[src/rtl/fp_div_seq.sv]
// Iterative IEEE-754 single-precision divider z = a / b, one quotient bit per cycle.
// Start/busy/done handshake; rounding modes and status layout shared with fp_mul.
module fp_div_seq #(
    parameter logic [2:0] round = 3'd0  // IEEE_near
) (
    input  logic        clk,
    input  logic        rst,
    input  logic        start,
    input  logic [31:0] a,
    input  logic [31:0] b,
    output logic        busy,
    output logic        done,
    output logic [31:0] z,
    output logic [7:0]  status
);

    localparam logic [2:0] IEEE_near = 3'd0;
    localparam logic [2:0] IEEE_zero = 3'd1;
    localparam logic [2:0] IEEE_pinf = 3'd2;
    localparam logic [2:0] IEEE_ninf = 3'd3;
    localparam logic [2:0] near_up   = 3'd4;
    localparam logic [2:0] away_zero = 3'd5;

    typedef enum logic [1:0] {IDLE, DIV, ROUND, DONE} state_t;

    state_t      state, state_nxt;
    logic [4:0]  count;
    logic [31:0] a_r, b_r;
    logic [25:0] rem;
    logic [25:0] q;
    logic [25:0] divisor;
    logic [25:0] rem_diff;
    logic        rem_ge;

    assign divisor  = {2'b00, 1'b1, b_r[22:0]};
    assign rem_ge   = (rem >= divisor);
    assign rem_diff = rem - divisor;

    always_ff @(posedge clk) begin
        if (rst) state <= IDLE;
        else     state <= state_nxt;
    end

    always_comb begin
        state_nxt = state;
        busy      = 1'b0;
        done      = 1'b0;
        case (state)
            IDLE:  if (start) state_nxt = DIV;
            DIV: begin
                busy = 1'b1;
                if (count == 5'd25) state_nxt = ROUND;
            end
            ROUND: begin
                busy      = 1'b1;
                state_nxt = DONE;
            end
            DONE: begin
                done      = 1'b1;
                state_nxt = IDLE;
            end
            default: state_nxt = IDLE;
        endcase
    end

    logic                sign;
    logic                a_nan, a_inf, a_zero, b_nan, b_inf, b_zero;
    logic signed [9:0]   ediff, e_norm, e_rnd;
    logic [22:0]         mant;
    logic [23:0]         mant_r;
    logic                guard, sticky, inc;
    logic                away_of, away_uf;
    logic                dbz, inexact, huge, tiny, nan;
    logic [31:0]         z_nxt;
    logic [7:0]          status_nxt;

    always_comb begin
        sign   = a_r[31] ^ b_r[31];
        a_nan  = (a_r[30:23] == 8'hFF) && (a_r[22:0] != '0);
        a_inf  = (a_r[30:23] == 8'hFF) && (a_r[22:0] == '0);
        a_zero = (a_r[30:23] == 8'h00);
        b_nan  = (b_r[30:23] == 8'hFF) && (b_r[22:0] != '0);
        b_inf  = (b_r[30:23] == 8'hFF) && (b_r[22:0] == '0);
        b_zero = (b_r[30:23] == 8'h00);

        ediff = $signed({2'b00, a_r[30:23]}) - $signed({2'b00, b_r[30:23]});
        if (q[25]) begin
            mant   = q[24:2];
            guard  = q[1];
            sticky = q[0] | (rem != '0);
            e_norm = ediff + 10'sd127;
        end else begin
            mant   = q[23:1];
            guard  = q[0];
            sticky = (rem != '0);
            e_norm = ediff + 10'sd126;
        end

        case (round)
            IEEE_near: inc = guard & (sticky | mant[0]);
            IEEE_zero: inc = 1'b0;
            IEEE_pinf: inc = ~sign & (guard | sticky);
            IEEE_ninf: inc = sign & (guard | sticky);
            near_up:   inc = guard;
            away_zero: inc = guard | sticky;
            default:   inc = 1'b0;
        endcase

        // A carry out leaves mant_r[22:0] at zero, so only the exponent needs bumping.
        mant_r = {1'b0, mant} + {23'd0, inc};
        e_rnd  = e_norm + $signed({9'd0, mant_r[23]});

        away_of = (round == IEEE_near) || (round == near_up) || (round == away_zero) ||
                  ((round == IEEE_pinf) && !sign) || ((round == IEEE_ninf) && sign);
        away_uf = (round == away_zero) ||
                  ((round == IEEE_pinf) && !sign) || ((round == IEEE_ninf) && sign);

        dbz     = 1'b0;
        nan     = 1'b0;
        huge    = 1'b0;
        tiny    = 1'b0;
        inexact = guard | sticky;
        if (e_rnd > 10'sd254) begin
            huge    = 1'b1;
            inexact = 1'b1;
            z_nxt   = away_of ? {sign, 31'h7F800000} : {sign, 31'h7F7FFFFF};
        end else if (e_rnd < 10'sd1) begin
            tiny    = 1'b1;
            inexact = 1'b1;
            z_nxt   = away_uf ? {sign, 31'h00800000} : {sign, 31'h00000000};
        end else begin
            z_nxt   = {sign, e_rnd[7:0], mant_r[22:0]};
        end

        // Special operands override whatever the datapath produced.
        if (a_nan || b_nan || (a_zero && b_zero) || (a_inf && b_inf)) begin
            z_nxt = 32'h7FC00000;
            nan   = 1'b1;
        end else if (b_zero && !a_inf) begin
            z_nxt = {sign, 31'h7F800000};
            dbz   = 1'b1;
        end else if (a_inf) begin
            z_nxt = {sign, 31'h7F800000};
        end else if (a_zero || b_inf) begin
            z_nxt = {sign, 31'h00000000};
        end
        if (a_nan || b_nan || a_inf || b_inf || a_zero || b_zero) begin
            inexact = 1'b0;
            huge    = 1'b0;
            tiny    = 1'b0;
        end

        status_nxt = {1'b0, dbz, inexact, huge, tiny, nan,
                      z_nxt[30:0] == 31'h7F800000, z_nxt[30:0] == 31'h00000000};
    end

    always_ff @(posedge clk) begin
        if (rst) begin
            count  <= '0;
            a_r    <= '0;
            b_r    <= '0;
            rem    <= '0;
            q      <= '0;
            z      <= '0;
            status <= '0;
        end else begin
            case (state)
                IDLE: if (start) begin
                    a_r   <= a;
                    b_r   <= b;
                    rem   <= {2'b00, 1'b1, a[22:0]};
                    q     <= '0;
                    count <= '0;
                end
                DIV: begin
                    if (rem_ge) begin
                        q   <= {q[24:0], 1'b1};
                        rem <= {rem_diff[24:0], 1'b0};
                    end else begin
                        q   <= {q[24:0], 1'b0};
                        rem <= {rem[24:0], 1'b0};
                    end
                    count <= count + 5'd1;
                end
                ROUND: begin
                    z      <= z_nxt;
                    status <= status_nxt;
                end
                default: ;
            endcase
        end
    end

endmodule

[config.mk]
export PLATFORM = sky130hd
export DESIGN_NAME = fp_div_seq
export DESIGN_NICKNAME = d
export VERILOG_FILES = /design/src/rtl/fp_div_seq.sv
export SDC_FILE = /design/constraint.sdc
export NUM_CORES = 1
export LEC_CHECK = 0
export ABC_AREA = 1
export CORE_MARGIN = 8
export CORE_UTILIZATION = 40
export DETAILED_ROUTE_END_ITERATION = 12
export PLACE_DENSITY_LB_ADDON = 0.2
export SYNTH_ARGS = -nofsm -noshare
export SYNTH_HDL_FRONTEND = slang
export SYNTH_SLANG_ARGS = --single-unit
[constraint.sdc]
create_clock -name clk -period 5.6 [get_ports clk]
set_input_delay 0.56 -clock clk [delete_from_list [all_inputs] [get_ports clk]]
set_output_delay 0.56 -clock clk [all_outputs]
set_load 0.02 [all_outputs]
==> impl_results.md <==
* Status: complete, no violations
* Internal power at 0.00354 W
* Setup-failing EPs final at 0
* Synth Flop Type: dfxtp_1
* Post-CTS Hold Buffers at 0
* Synth top area share at 32.1%
* Worst Path Required at between 5000 and 6000 ps
* Relative slew slack at between 30% and 40%
* Net Sw Frac at 50.4%
* Ys async rst share at 0%
* Top cell type by total area after synthesis: dfxtp_1
* Post-synth EDFFs at 0
* Count leader, synth: nand2_1
* Root Driver: clkbuf_16
* Initial Utilization at approximately 40%
* Clock Power Share at 15.0%
* Worst reg2reg path depth at 37
* Initial antenna violation count at 0
* CTS H-tree lvls at 4
* CP max stage delay at about 440 ps
* DP Wirelength at 21400 um
* Overall Global Routing Usage at 18.4%
* Antenna Cells at 0
* Post-route minimum period at ~5000 ps
* Synth top cells by count: nand2_1, a21oi_1, o21ai_0, nor2_1, dfxtp_1
* Number of remaining DRC errors at 0
* Slowest-stage cell, CP: nor4_1
* Synth Net Count at around 1600
* Crit path launch type: flip-flop
* Die X at about 170 um
* Die Ht at 175 um
* Worst Path Max Fanout at 14
* Buffers on Ports at approximately 110
* CP arrival at between 5000 and 6000 ps
* Yosys reg bits at 162
* Final setup TNS at 0 ps
* Gpl congestion at 0.899
* Synth cell types at 53
* Avg Vias per Cell at 5.13
* Post-synthesis cell area at ~0.010 mm2
* Synth warnings at 0
* CTS Buffer Depth at 2
* Synth area leaders: dfxtp_1, nand2_1, a21oi_1, o21ai_0, nor2_1
* Worst IR Drop VDD at 0.000246 V
* Seq pwr share at 23.1%
* Vias in the first global route at 9493
* Final-stage net count at 1710
* Clock latency on the worst-skew pair at 430 ps
* P&R area growth vs syn at 17.9%
* Combinational Power Share at 61.9%
* Row Count at 58
* Clk sink count at 162
* Critical path's most frequent cell: nor2_1
* Max cap viols at 0
* Hold depth at 2
* PwrDens at ~600 mW/mm2
* Hold Path Class: flip-flop to flip-flop
* RSZ-0062 raised after global routing: no
* Worst Skew at 16.1 ps
* NetSw at 0.00359 W
* Maximum number of pins on one net before global-route repair at 65
* Leak Pwr at 4.85 nW
* Fmax at 198 MHz
* Worst slew pin tran at 984 ps
* Detailed Route WL at roughly 28000 um
* First-pass DRT Iterations at 5
* Vias post-DR at 9961
* I/O pin cnt at roughly 110
* Avg Cell Area, Syn at 6.61 um2
* DR WL/cell at approximately 15 um
* Final period util at between 90% and 100%
* Critical path class: flip-flop to flip-flop
* Total CTS buffers at 17
* Layout cells sized above 1 at 7.14%
* Initial DRC Count at 550
* Core Region at 0.0250 mm2
* Pins Over Slew Limit at 0
* Worst setup EP type: flip-flop
* Final Cell Area at 0.0119 mm2
* CTS tree: done
* Grt total ovfl at 0
* Die area at 0.0306 mm2
* Final hold viol count at 0
* Synth Instances at 1526
* Placement Cell Area at 0.0114 mm2
* Clock Pin Slew Worst Setup and Hold Paths at 70 ps
* Post-synthesis sequential area ratio at 32.1%
* Global-route wire length before repair at 47100 um
* Routed Antenna Nets at 0
[state kept, by name (all words and copies together), names as in the netlist]
register  flops
a_r          32
b_r          32
count         5
q            26
rem          26
state         2
status        7
z            32
[power groups by stage]
stage / clock (W) / combinational (W) / sequential (W)
2_1_floorplan: 0 / 0.00330 / 0.00173
3_3_place_gp: 0 / 0.00431 / 0.00166
3_5_place_dp: 0 / 0.00434 / 0.00167
4_1_cts: 0.00111 / 0.00437 / 0.00165
5_1_grt: 0.00116 / 0.00500 / 0.00169
6_report: 0.00107 / 0.00441 / 0.00165
[layer usage]
layer  GRT usage (%)  part of all wire, %  vias to the layer above
met4            5.55                  1.6                        0
met2            31.0                   47                      163
met5               0                    0                        -
li1                -                    -                     5247
met1            23.6                   48                     4523
met3            3.00                  3.4                       28
[final cells by class]
| cell class | instances | area (um2) |
|---|---|---|
| fillers | 2601 | 13100 |
| multi-input cells | 1156 | 6020 |
| flip-flops and latches | 162 | 3240 |
| repair buffers | 121 | 1170 |
| inverters | 139 | 523 |
| clock buffers | 21 | 450 |
| well taps | 330 | 413 |
| clock inverters | 11 | 80.1 |
[repair_timing]
action / 4_1_cts / 5_1_grt
setup endpoints to repair: 0 / 2
setup buffers: 0 / 2
gates resized for setup: 0 / 2
[worst max-delay path, delay by kind of cell, from the launching register on]
kind | cells | cell delay, ps
flops | 1 | 340
compound gates | 3 | 710
fa+ha+maj | 3 | 800
buf+inv | 2 | 130
simple gates | 29 | 3010
[cell usage in the layout, fill, tap and decap left out, types with 3 or more instances in the layout]
master           netlist  layout
nand3_2                6       6
nand2_1              299     298
o211ai_1              13      13
nor2_4                 2       3
ha_1                  45      44
a21boi_0               3       3
nand4_1               18      18
o221ai_1               3       3
nor2_1               163     163
inv_1                127     126
buf_4                  2      14
xnor2_1               18      18
nor2_2                10       9
clkinv_2               1       4
xor2_1                17      17
a21oi_1              194     194
clkdlybuf4s50_1        0     106
clkbuf_1              50       3
dfxtp_1              162     161
a211oi_1               4       4
inv_6                  0       3
clkbuf_16              0      17
clkinvlp_4             0       4
nor3b_1                3       3
inv_2                  9      10
nand3_1               73      73
nor4_1                20      20
o21a_1                 3       3
o21ai_1                8       8
nor3_1                21      21
nand3b_1               4       4
o21ai_2                3       3
or2_2                 11      11
o21ai_0              168     168
nand2_2               20      21
mux2i_1                3       3
[cells by family after synthesis]
logic type                 after synthesis  share of synthesized area [%]
and+or+nand+nor                        657                           28.7
other                                    1                         0.0372
adders and majority gates               46                           5.78
xor gates and xnor gates                35                           3.04
muxes                                    3                          0.298
buffers and inverters                  208                           8.31
AOI/OAI and AO/OA                      414                           21.7
DFF                                    162                           32.1
[path summary, 6_finish.rpt]
check,to,slack [ps],startpoint
worst min-delay path,q[25],460,q[24]
worst max register to register,status[0],550,rem[12]
worst max-delay path,status[0],550,rem[12]
worst min register to register,q[25],460,q[24]
[metrics by stage]
stage	utilization [%]	std cells	hold slack, ps	setup WS [ps]	total power, W
after floorplan	-	1526	446	1070	0.00503
final	47.7	1940	459	554	0.00714
after global placement	45.5	1906	454	690	0.00598
after global routing	47.7	1940	493	68.3	0.00785
after CTS	47.6	1938	465	546	0.00713
after detailed placement	45.5	1906	456	583	0.00601
Power figures use the tool's default switching activity.
